<file path="config.mk">
export PLATFORM = sky130hd
export DESIGN_NAME = mass_sort_sequencer_flat
export DESIGN_NICKNAME = d
export VERILOG_FILES = /design/src/rtl/mass_sort_sequencer_if.sv /design/src/rtl/mass_sort_sequencer.sv /design/src/flat_wrapper.sv
export SDC_FILE = /design/constraint.sdc
export NUM_CORES = 1
export LEC_CHECK = 0
export BUFFER_PORTS_ARGS = -buffer_cell sky130_fd_sc_hd__buf_2
export CAP_MARGIN = 20
export CORE_ASPECT_RATIO = 0.6
export CORE_MARGIN = 2
export CORE_UTILIZATION = 50
export CTS_CLUSTER_DIAMETER = 120
export DETAILED_ROUTE_END_ITERATION = 8
export PLACE_DENSITY_LB_ADDON = 0.25
export RECOVER_POWER = 50
export SYNTH_ARGS = -nofsm -noshare
export SYNTH_HDL_FRONTEND = slang
export SYNTH_SLANG_ARGS = --single-unit
export TNS_END_PERCENT = 100
</file>
<file path="constraint.sdc">
create_clock -name i_clk -period 4.2 [get_ports i_clk]
set_clock_uncertainty 0.2 [all_clocks]
set_input_delay 0.42 -clock i_clk [delete_from_list [all_inputs] [get_ports i_clk]]
set_output_delay 0.42 -clock i_clk [all_outputs]
set_load 0.02 [all_outputs]
</file>
<file path="src/rtl/mass_sort_sequencer_if.sv">
// mass_sort_sequencer_if: sensor inputs, classification results, gate drives and tallies of the mass sorting sequencer
interface mass_sort_sequencer_if #(parameter int DATA_W = 10, parameter int CNT_W = 16);
  logic i_enable;
  logic i_fish_present;
  logic i_data_valid;
  logic [DATA_W-1:0] i_data;
  logic o_busy;
  logic o_class_valid;
  logic [1:0] o_class_id;
  logic [DATA_W-1:0] o_mass;
  logic o_gate_1, o_gate_2, o_gate_3;
  logic [CNT_W-1:0] o_cnt_1, o_cnt_2, o_cnt_3, o_cnt_reject, o_cnt_abort;
  modport slave (
    input i_enable, i_fish_present, i_data_valid, i_data,
    output o_busy, o_class_valid, o_class_id, o_mass, o_gate_1, o_gate_2, o_gate_3,
    output o_cnt_1, o_cnt_2, o_cnt_3, o_cnt_reject, o_cnt_abort
  );
  modport master (
    output i_enable, i_fish_present, i_data_valid, i_data,
    input o_busy, o_class_valid, o_class_id, o_mass, o_gate_1, o_gate_2, o_gate_3,
    input o_cnt_1, o_cnt_2, o_cnt_3, o_cnt_reject, o_cnt_abort
  );
endinterface

</file>
<file path="src/rtl/mass_sort_sequencer.sv">
// mass_sort_sequencer: per-fish settle/average/classify sequencer driving sorting gates and saturating tallies.
// Define MASS_PEAK_MODE_EN to report the peak sample instead of the mean.
module mass_sort_sequencer #(
  parameter int DATA_W   = 10,
  parameter int D1       = 240,
  parameter int D2       = 340,
  parameter int D3       = 400,
  parameter int D4       = 450,
  parameter int SETTLE   = 8,
  parameter int NSAMP    = 16,
  parameter int GATE_CYC = 1000,
  parameter int CNT_W    = 16
) (
  input logic i_clk,
  input logic i_reset,
  mass_sort_sequencer_if.slave bus
);
  localparam int SH = $clog2(NSAMP);
  localparam int AW = DATA_W + SH;
  localparam int SW = $clog2((SETTLE > NSAMP ? SETTLE : NSAMP) + 1);
  localparam int GW = $clog2(GATE_CYC + 1);
  typedef enum logic [2:0] {S_IDLE, S_SETTLE, S_ACCUM, S_CLASSIFY, S_GATE, S_WAIT_CLR} state_t;
  state_t r_state;
  logic [SW-1:0] r_cnt;
  logic [AW-1:0] r_acc;
  logic [GW-1:0] r_gcnt;
  logic r_busy, r_class_valid, r_gate_1, r_gate_2, r_gate_3;
  logic [1:0] r_class_id;
  logic [DATA_W-1:0] r_mass;
  logic [CNT_W-1:0] r_cnt_1, r_cnt_2, r_cnt_3, r_cnt_reject, r_cnt_abort;
  logic [AW-1:0] w_acc_nxt;
  logic [DATA_W-1:0] w_mass;
  logic [1:0] w_class;
  logic w_last;
  function automatic logic [CNT_W-1:0] sat(input logic [CNT_W-1:0] c);
    return &c ? c : c + 1'b1;
  endfunction
  // The result is resolved from the final sample itself so class_valid lands one cycle after it
  always_comb begin
`ifdef MASS_PEAK_MODE_EN
    w_acc_nxt = (AW'(bus.i_data) > r_acc) ? AW'(bus.i_data) : r_acc;
    w_mass = w_acc_nxt[DATA_W-1:0];
`else
    w_acc_nxt = r_acc + AW'(bus.i_data);
    w_mass = DATA_W'(w_acc_nxt >> SH);
`endif
    w_class = (w_mass >= DATA_W'(D1) && w_mass <= DATA_W'(D2)) ? 2'd1 :
              (w_mass >  DATA_W'(D2) && w_mass <= DATA_W'(D3)) ? 2'd2 :
              (w_mass >  DATA_W'(D3) && w_mass <= DATA_W'(D4)) ? 2'd3 : 2'd0;
    w_last = bus.i_data_valid && r_cnt == SW'(NSAMP - 1);
  end
  always_ff @(posedge i_clk) begin
    if (i_reset) begin
      r_state <= S_IDLE;
      r_cnt <= '0;
      r_acc <= '0;
      r_gcnt <= '0;
      r_busy <= 1'b0;
      r_class_valid <= 1'b0;
      r_class_id <= '0;
      r_mass <= '0;
      r_gate_1 <= 1'b0;
      r_gate_2 <= 1'b0;
      r_gate_3 <= 1'b0;
      r_cnt_1 <= '0;
      r_cnt_2 <= '0;
      r_cnt_3 <= '0;
      r_cnt_reject <= '0;
      r_cnt_abort <= '0;
    end else begin
      r_class_valid <= 1'b0;
      case (r_state)
        S_IDLE: begin
          r_cnt <= '0;
          r_acc <= '0;
          if (bus.i_enable && bus.i_fish_present) begin
            r_state <= S_SETTLE;
            r_busy <= 1'b1;
          end
        end
        S_SETTLE:
          if (!bus.i_fish_present) begin
            r_cnt_abort <= sat(r_cnt_abort);
            r_state <= S_IDLE;
            r_busy <= 1'b0;
          end else if (bus.i_data_valid) begin
            r_cnt <= (r_cnt == SW'(SETTLE - 1)) ? '0 : r_cnt + 1'b1;
            if (r_cnt == SW'(SETTLE - 1)) r_state <= S_ACCUM;
          end
        // The last sample beats a simultaneous fish departure
        S_ACCUM:
          if (w_last) begin
            r_state <= S_CLASSIFY;
            r_class_valid <= 1'b1;
            r_class_id <= w_class;
            r_mass <= w_mass;
            if (w_class == 2'd0) r_cnt_reject <= sat(r_cnt_reject);
            if (w_class == 2'd1) r_cnt_1 <= sat(r_cnt_1);
            if (w_class == 2'd2) r_cnt_2 <= sat(r_cnt_2);
            if (w_class == 2'd3) r_cnt_3 <= sat(r_cnt_3);
          end else if (!bus.i_fish_present) begin
            r_cnt_abort <= sat(r_cnt_abort);
            r_state <= S_IDLE;
            r_busy <= 1'b0;
          end else if (bus.i_data_valid) begin
            r_acc <= w_acc_nxt;
            r_cnt <= r_cnt + 1'b1;
          end
        S_CLASSIFY: begin
          r_gcnt <= '0;
          r_gate_1 <= r_class_id == 2'd1;
          r_gate_2 <= r_class_id == 2'd2;
          r_gate_3 <= r_class_id == 2'd3;
          r_state <= (r_class_id != 2'd0) ? S_GATE : S_WAIT_CLR;
        end
        S_GATE:
          if (r_gcnt == GW'(GATE_CYC - 1)) begin
            r_gate_1 <= 1'b0;
            r_gate_2 <= 1'b0;
            r_gate_3 <= 1'b0;
            r_state <= S_WAIT_CLR;
          end else r_gcnt <= r_gcnt + 1'b1;
        S_WAIT_CLR:
          if (!bus.i_fish_present) begin
            r_state <= S_IDLE;
            r_busy <= 1'b0;
          end
        default: begin
          r_state <= S_IDLE;
          r_busy <= 1'b0;
        end
      endcase
    end
  end
  assign bus.o_busy = r_busy;
  assign bus.o_class_valid = r_class_valid;
  assign bus.o_class_id = r_class_id;
  assign bus.o_mass = r_mass;
  assign bus.o_gate_1 = r_gate_1;
  assign bus.o_gate_2 = r_gate_2;
  assign bus.o_gate_3 = r_gate_3;
  assign bus.o_cnt_1 = r_cnt_1;
  assign bus.o_cnt_2 = r_cnt_2;
  assign bus.o_cnt_3 = r_cnt_3;
  assign bus.o_cnt_reject = r_cnt_reject;
  assign bus.o_cnt_abort = r_cnt_abort;
endmodule

</file>
<file path="src/flat_wrapper.sv">
// flat-port wrapper written by rule: the top's interface ports become plain ports
module mass_sort_sequencer_flat 
#(
  parameter int DATA_W   = 10,
  parameter int D1       = 240,
  parameter int D2       = 340,
  parameter int D3       = 400,
  parameter int D4       = 450,
  parameter int SETTLE   = 8,
  parameter int NSAMP    = 16,
  parameter int GATE_CYC = 1000,
  parameter int CNT_W    = 16
)
  (i_clk, i_reset, bus_i_enable, bus_i_fish_present, bus_i_data_valid, bus_i_data, bus_o_busy, bus_o_class_valid, bus_o_class_id, bus_o_mass, bus_o_gate_1, bus_o_gate_2, bus_o_gate_3, bus_o_cnt_1, bus_o_cnt_2, bus_o_cnt_3, bus_o_cnt_reject, bus_o_cnt_abort);
  mass_sort_sequencer_if #(.DATA_W(DATA_W), .CNT_W(CNT_W)) bus_i ();
  input logic i_clk;
  input logic i_reset;
  input wire logic [$bits(bus_i.i_enable)-1:0] bus_i_enable;
  input wire logic [$bits(bus_i.i_fish_present)-1:0] bus_i_fish_present;
  input wire logic [$bits(bus_i.i_data_valid)-1:0] bus_i_data_valid;
  input wire logic [$bits(bus_i.i_data)-1:0] bus_i_data;
  output wire logic [$bits(bus_i.o_busy)-1:0] bus_o_busy;
  output wire logic [$bits(bus_i.o_class_valid)-1:0] bus_o_class_valid;
  output wire logic [$bits(bus_i.o_class_id)-1:0] bus_o_class_id;
  output wire logic [$bits(bus_i.o_mass)-1:0] bus_o_mass;
  output wire logic [$bits(bus_i.o_gate_1)-1:0] bus_o_gate_1;
  output wire logic [$bits(bus_i.o_gate_2)-1:0] bus_o_gate_2;
  output wire logic [$bits(bus_i.o_gate_3)-1:0] bus_o_gate_3;
  output wire logic [$bits(bus_i.o_cnt_1)-1:0] bus_o_cnt_1;
  output wire logic [$bits(bus_i.o_cnt_2)-1:0] bus_o_cnt_2;
  output wire logic [$bits(bus_i.o_cnt_3)-1:0] bus_o_cnt_3;
  output wire logic [$bits(bus_i.o_cnt_reject)-1:0] bus_o_cnt_reject;
  output wire logic [$bits(bus_i.o_cnt_abort)-1:0] bus_o_cnt_abort;
  assign bus_i.i_enable = bus_i_enable;
  assign bus_i.i_fish_present = bus_i_fish_present;
  assign bus_i.i_data_valid = bus_i_data_valid;
  assign bus_i.i_data = bus_i_data;
  assign bus_o_busy = bus_i.o_busy;
  assign bus_o_class_valid = bus_i.o_class_valid;
  assign bus_o_class_id = bus_i.o_class_id;
  assign bus_o_mass = bus_i.o_mass;
  assign bus_o_gate_1 = bus_i.o_gate_1;
  assign bus_o_gate_2 = bus_i.o_gate_2;
  assign bus_o_gate_3 = bus_i.o_gate_3;
  assign bus_o_cnt_1 = bus_i.o_cnt_1;
  assign bus_o_cnt_2 = bus_i.o_cnt_2;
  assign bus_o_cnt_3 = bus_i.o_cnt_3;
  assign bus_o_cnt_reject = bus_i.o_cnt_reject;
  assign bus_o_cnt_abort = bus_i.o_cnt_abort;
  mass_sort_sequencer #(.DATA_W(DATA_W), .D1(D1), .D2(D2), .D3(D3), .D4(D4), .SETTLE(SETTLE), .NSAMP(NSAMP), .GATE_CYC(GATE_CYC), .CNT_W(CNT_W)) u_core (.i_clk(i_clk), .i_reset(i_reset), .bus(bus_i));
endmodule
</file>
* Yosys cells after proc, flatten, opt, wreduce, memory -nomap -nowiden
Index checks and enable logic that the tools add are counted.
** Operators by class
- Bitwise logic cells :: 6
- Add/sub/neg operators :: 8
- Reduce and logical (&&, ||, !) cells :: 32
- Equal/unequal tests :: 24
- Multiplexer cells :: 38
- Order comparisons :: 6
** Operators with widths (number)
- 16-bit by 1-bit adder with 16-bit output (second input constant) :: 5
- 16-bit AND reduction :: 5
- 16-bit two-way mux :: 3
- 14-bit two-way mux :: 3
- 16-bit case mux with 2 select lines :: 1
- 10-bit by 9-bit <= comparator with 1-bit output (second input constant) :: 3
- 5-bit two-way mux :: 6
- 14-bit case mux with 2 select lines :: 1
- 4-bit AND reduction :: 6
- 3-bit two-way mux :: 7
- 10-bit by 9-bit > comparator with 1-bit output (second input constant) :: 2
- 10-bit case mux with 2 select lines :: 1
- 3-bit case mux with 6 select lines :: 1
- 5-bit case mux with 3 select lines :: 1
- 14-bit by 10-bit adder with 14-bit output :: 1
- 2-bit != test (second input constant) :: 6
- 10-bit by 1-bit adder with 10-bit output (second input constant) :: 1
- 10-bit equality test (second input constant) :: 1
- 10-bit by 8-bit greater-or-equal comparator with 1-bit output (second input constant) :: 1
- 10-bit two-way mux :: 1
- 2-bit equality test (second input constant) :: 4
- 2-bit AND reduction :: 4
- 2-bit nonzero test :: 4
- 3-bit by 2-bit equality test with 1-bit output (second input constant) :: 2
- 21 further kinds :: 44
** Storage, ports and cells
- Logic and storage cells :: 130
- Bits in registers :: 129

* Logic depth before layout (Yosys ltp)
- Depth in word-level cells :: 8
- Gate-level depth with buffers :: 15
- Mapped depth without buffers :: 13

* Worst setup path after synthesis
Ideal clock, no wire load.
- Path type :: input port to flip-flop
- Start :: input bus_i_data[0]
- End :: register u_core.r_cnt_2[11] (netlist: u_core.bus.o_cnt_2[11])
- Data required time :: 3.930 ns
- Library setup time :: 0.070 ns
- Stages :: 14
- Slack :: 0.450 ns
- Data arrival time :: 3.480 ns
- Cell sequence :: ha_1 > inv_1 > fa_1 > nor2b_4 > o31a_1 > or3_4 > a2bb2o_2 > o221ai_1 > and4bb_1 > nor2_2 > or4_4 > buf_6 > or3_1 > a21oi_1
** Between the ends
- Cells in the longest elaborated chain, start to end :: 8
** RTL lines
- from (decl) :: RTL line flat_wrapper.sv:21 : input wire logic [$bits(bus_i.i_data)-1:0] bus_i_data;
- 14-bit by 10-bit adder with 14-bit output (*) :: RTL line mass_sort_sequencer.sv:44 : w_acc_nxt = r_acc + AW'(bus.i_data);
- 10-bit by 9-bit > comparator with 1-bit output or 10-bit by 9-bit <= comparator with 1-bit output (tied branches) :: RTL line mass_sort_sequencer.sv:49 : (w_mass > DATA_W'(D3) && w_mass <= DATA_W'(D4)) ? 2'd3 : 2'd0;
- 1-bit logical AND :: RTL line mass_sort_sequencer.sv:49
- 2-bit two-way mux :: RTL line mass_sort_sequencer.sv:49
- 2-bit two-way mux :: RTL line mass_sort_sequencer.sv:48 : (w_mass > DATA_W'(D2) && w_mass <= DATA_W'(D3)) ? 2'd2 :
- 2-bit two-way mux (*) :: RTL line mass_sort_sequencer.sv:47 : w_class = (w_mass >= DATA_W'(D1) && w_mass <= DATA_W'(D2)) ? 2'd1 :
- 2-bit equality test (*) :: RTL line mass_sort_sequencer.sv:99 : if (w_class == 2'd2) r_cnt_2 <= sat(r_cnt_2);
- 4-bit AND reduction (no line) (*)
- to (signal assigned) :: RTL line mass_sort_sequencer.sv:99
- to (decl) :: RTL line mass_sort_sequencer.sv:30 : logic [CNT_W-1:0] r_cnt_1, r_cnt_2, r_cnt_3, r_cnt_reject, r_cnt_abort;
Every way passes the cells marked *; elsewhere a longest branch is shown, timed or not.
A chain may end at the register's enable or synchronous reset.

* Final worst setup path
- Start :: register u_core.r_acc[0]
- End :: register u_core.r_cnt_2[5] (netlist: u_core.bus.o_cnt_2[5])
** Between the ends
- Cells in the longest elaborated chain, start to end :: 8
** RTL lines
- from (decl) :: RTL line mass_sort_sequencer.sv:25 : logic [AW-1:0] r_acc;
- from (signal assigned) :: RTL line mass_sort_sequencer.sv:106 : r_acc <= w_acc_nxt;
- 14-bit by 10-bit adder with 14-bit output (*) :: RTL line mass_sort_sequencer.sv:44
- 10-bit by 9-bit > comparator with 1-bit output or 10-bit by 9-bit <= comparator with 1-bit output (tied branches) :: RTL line mass_sort_sequencer.sv:49
- 1-bit logical AND :: RTL line mass_sort_sequencer.sv:49
- 2-bit two-way mux :: RTL line mass_sort_sequencer.sv:49
- 2-bit two-way mux :: RTL line mass_sort_sequencer.sv:48
- 2-bit two-way mux (*) :: RTL line mass_sort_sequencer.sv:47
- 2-bit equality test (*) :: RTL line mass_sort_sequencer.sv:99
- 4-bit AND reduction (no line) (*)
Marked as above.

==> results.cfg <==
[status]
status = finished clean

[placement]
dp_hpwl_mm = 11.28
placedCellCount = 1067
place_area_sq_um = 7243
io_buffers = 111
finalWeightedCongestion = 0.8924

[die]
start_util = 0.5108
die_y_um = 92.62
std_cell_rows = 32
io_pins = 112
core_area_sq_um = 12810
dieArea_sq_um = 14050
die-width_um = 151.7

[timing]
setup_viol = 0
maxSlewViolCount = 0
period_share = 0.9177
worstMarginPinSlew_ns = 1.227
rsz0062_at_grt = false
finalCriticalPeriod_ns = 3.854
tns_ns = 0
maxSlewHeadroom = 0.1822
hold_viol_final = 0
fmax_mhz = 259.5

[finish]
drive_above_1_share = 0.07427
num_antenna_cells = 0
fillCellCount = 1242
syn2layout_area_growth_pct = 17.13
nets = 950
layout_commonest_cell = dfxtp_1
design_area_sq_um = 7666
ff_latch_area_sq_um = 2582
multi_input_area_sq_um = 3730
layoutNonFillerInstCount = 1099
final_cell_mix = dfxtp_1 (129), clkbuf_1 (99), nor2_1 (96), a21oi_1 (78), nand2_1 (70)

[grt]
grt-ovfl-total = 0
first_global_vias = 5333
grt_max_degree = 83
grt_util_all_layers = 0.2335
grt_first_pass_wirelength_mm = 26.41
antenna_found_initial = 0

[cts]
numCtsBuffers = 17
cts_max_level = 4
ctsResizeCount = 0
cts_buffer_depth = 2
clkTransAtPathRegs_ns = 0.06
cts_sinks = 129
cts_tree = done
postCtsSetupRepairBufs = 0
clock_latency_ns = 0.42
root_buffer = clkbuf_16
ctsHoldBuffers = 0

[power]
p_leak_uw = 0.002626
powerDensity_nw_per_um2 = 362.3
peakVddDrop_mv = 0.3000

[logic_synthesis]
synth_area_leaders = dfxtp_1 (39%), a21oi_1 (6.0%), nor2_1 (5.5%)
yosysTopAreaCell = dfxtp_1
seq_area_frac_synth = 0.3946
ys.warnings.count = 0
async_reset_ff_frac = 0
postSynthCellCount = 814
synth_seq_cells = 129
avgSynthCellArea_sq_um = 8.041
synth-edff-count = 0
yosysTopAreaCellShare = 0.3946
syn_area_sq_um = 6545
syn_nets = 848
synth_ff_type = dfxtp_1
synth_cell_types = 64

[worst_setup_path]
worst_ep_arrival_time_ns = 3.99
cp.required_ns = 4.33
worst_setup_path_end_kind = flop
r2r_setup_slack_ns = 0.35
worstReg2RegStart = u_core.r_acc[0]
startpoint_type = flop
critical_path.max_fanout = 13
r2r_end = u_core.bus.o_cnt_2[5]
worstRegToRegCells = 13
crit_type = flop to flop

[min_path]
holdPathStages = 3
hold_end = u_core.r_state[1]
worstHoldStart = bus_i_fish_present
min_path_type = primary input to flop

[detailed_routing]
num_vias = 6215
antenna_left = 0
drc = 0
avgRoutedWirePerCell_um = 14.78
dr.pass1.iters = 5
routed_wl_mm = 16.25
drt-initial-drc-count = 456
vias_per_cell = 5.655

[run]
drv_cap = 0
[flip-flops by register name (all words and copies together), names as in the netlist, 2 cells and up]
name,count
u_core.bus.o_mass,10
u_core.r_state,3
u_core.bus.o_cnt_reject,16
u_core.bus.o_cnt_2,16
u_core.bus.o_cnt_1,16
u_core.r_acc,14
u_core.r_gcnt,10
u_core.r_cnt,5
u_core.bus.o_cnt_abort,16
u_core.bus.o_cnt_3,16
u_core.bus.o_class_id,2
[metal layers]
metal / track usage / wire (um) / vias up
li1: - / - / 3132
met4: 0.07407 / 197 / 0
met2: 0.3127 / 6461 / 196
met5: 0 / 0 / -
met3: 0.05961 / 1374 / 20
met1: 0.3589 / 8215 / 2867
[layout make-up]
class	instances	share of cell area
sequential	129	0.3369
timing repair buffer	121	0.06741
clock buffer	18	0.05729
tap	170	0.02775
clock inverter	14	0.01387
multi-input combinational	626	0.4865
inverter	21	0.01028
[stage by stage]
stage	hold slack (ns)	power, uW	util	setup slack [ns]
4_1_cts	0.1568	2798	0.6079	0.3173
6_report	0.1673	2777	0.5983	0.3459
3_3_place_gp	0.2399	1438	0.5653	0.2161
3_5_place_dp	0.2511	1439	0.5653	0.1544
2_1_floorplan	0.2472	1394	-	0.4499
5_1_grt	0.1945	2871	0.5983	0.04433
[how the worst max path moves through the flow]
stage / startpoint / endpoint / slack [ns] / cells after the start
2_1_floorplan: bus_i_data[0] / u_core.bus.o_cnt_2[11] / 0.45 / 14
3_3_place_gp: bus_i_data[0] / u_core.bus.o_cnt_2[13] / 0.22 / 14
3_5_place_dp: bus_i_data[0] / u_core.bus.o_cnt_2[9] / 0.15 / 14
4_1_cts: u_core.r_acc[0] / u_core.bus.o_cnt_2[7] / 0.32 / 13
5_1_grt: u_core.r_acc[0] / u_core.bus.o_cnt_2[15] / 0.04 / 13
6_report: u_core.r_acc[0] / u_core.bus.o_cnt_2[5] / 0.35 / 13
[Yosys cell counts, types with 21 or more instances]
master,n
clkbuf_1,31
nand2_1,70
a21oi_1,78
nand3_1,43
o21ai_0,48
nor2_1,96
xor2_1,25
inv_1,21
dfxtp_1,129
nand4_1,22
or3_1,41
xnor2_1,25
[power breakdown]
group	switching, uW	internal [uW]
clock network	587	775
registers	13.9	1230
logic	109	58.9
[cells by family after synthesis]
| group | Yosys count | share of synthesized area |
|---|---|---|
| DFF | 129 | 0.3946 |
| buffers and inverters | 59 | 0.03651 |
| AOI/OAI and AO/OA | 190 | 0.1722 |
| xor gates and xnor gates | 50 | 0.06691 |
| adders and majority gates | 19 | 0.03747 |
| muxes | 10 | 0.01568 |
| and+or+nand+nor | 357 | 0.2766 |
[critical path, cell delays in order, from the launching register on]
cell and delay (ns):
dfxtp_1 0.33, ha_1 0.18, inv_1 0.06, fa_1 0.43, nor2b_4 0.15, o31ai_1 0.10
a311oi_2 0.33, a2bb2o_2 0.30, o221ai_1 0.22, and4bb_1 0.29, nor2_2 0.08, or4_4 0.62
or3_1 0.34, a21oi_1 0.15
No activity file was read; power rests on OpenSTA's default activity.
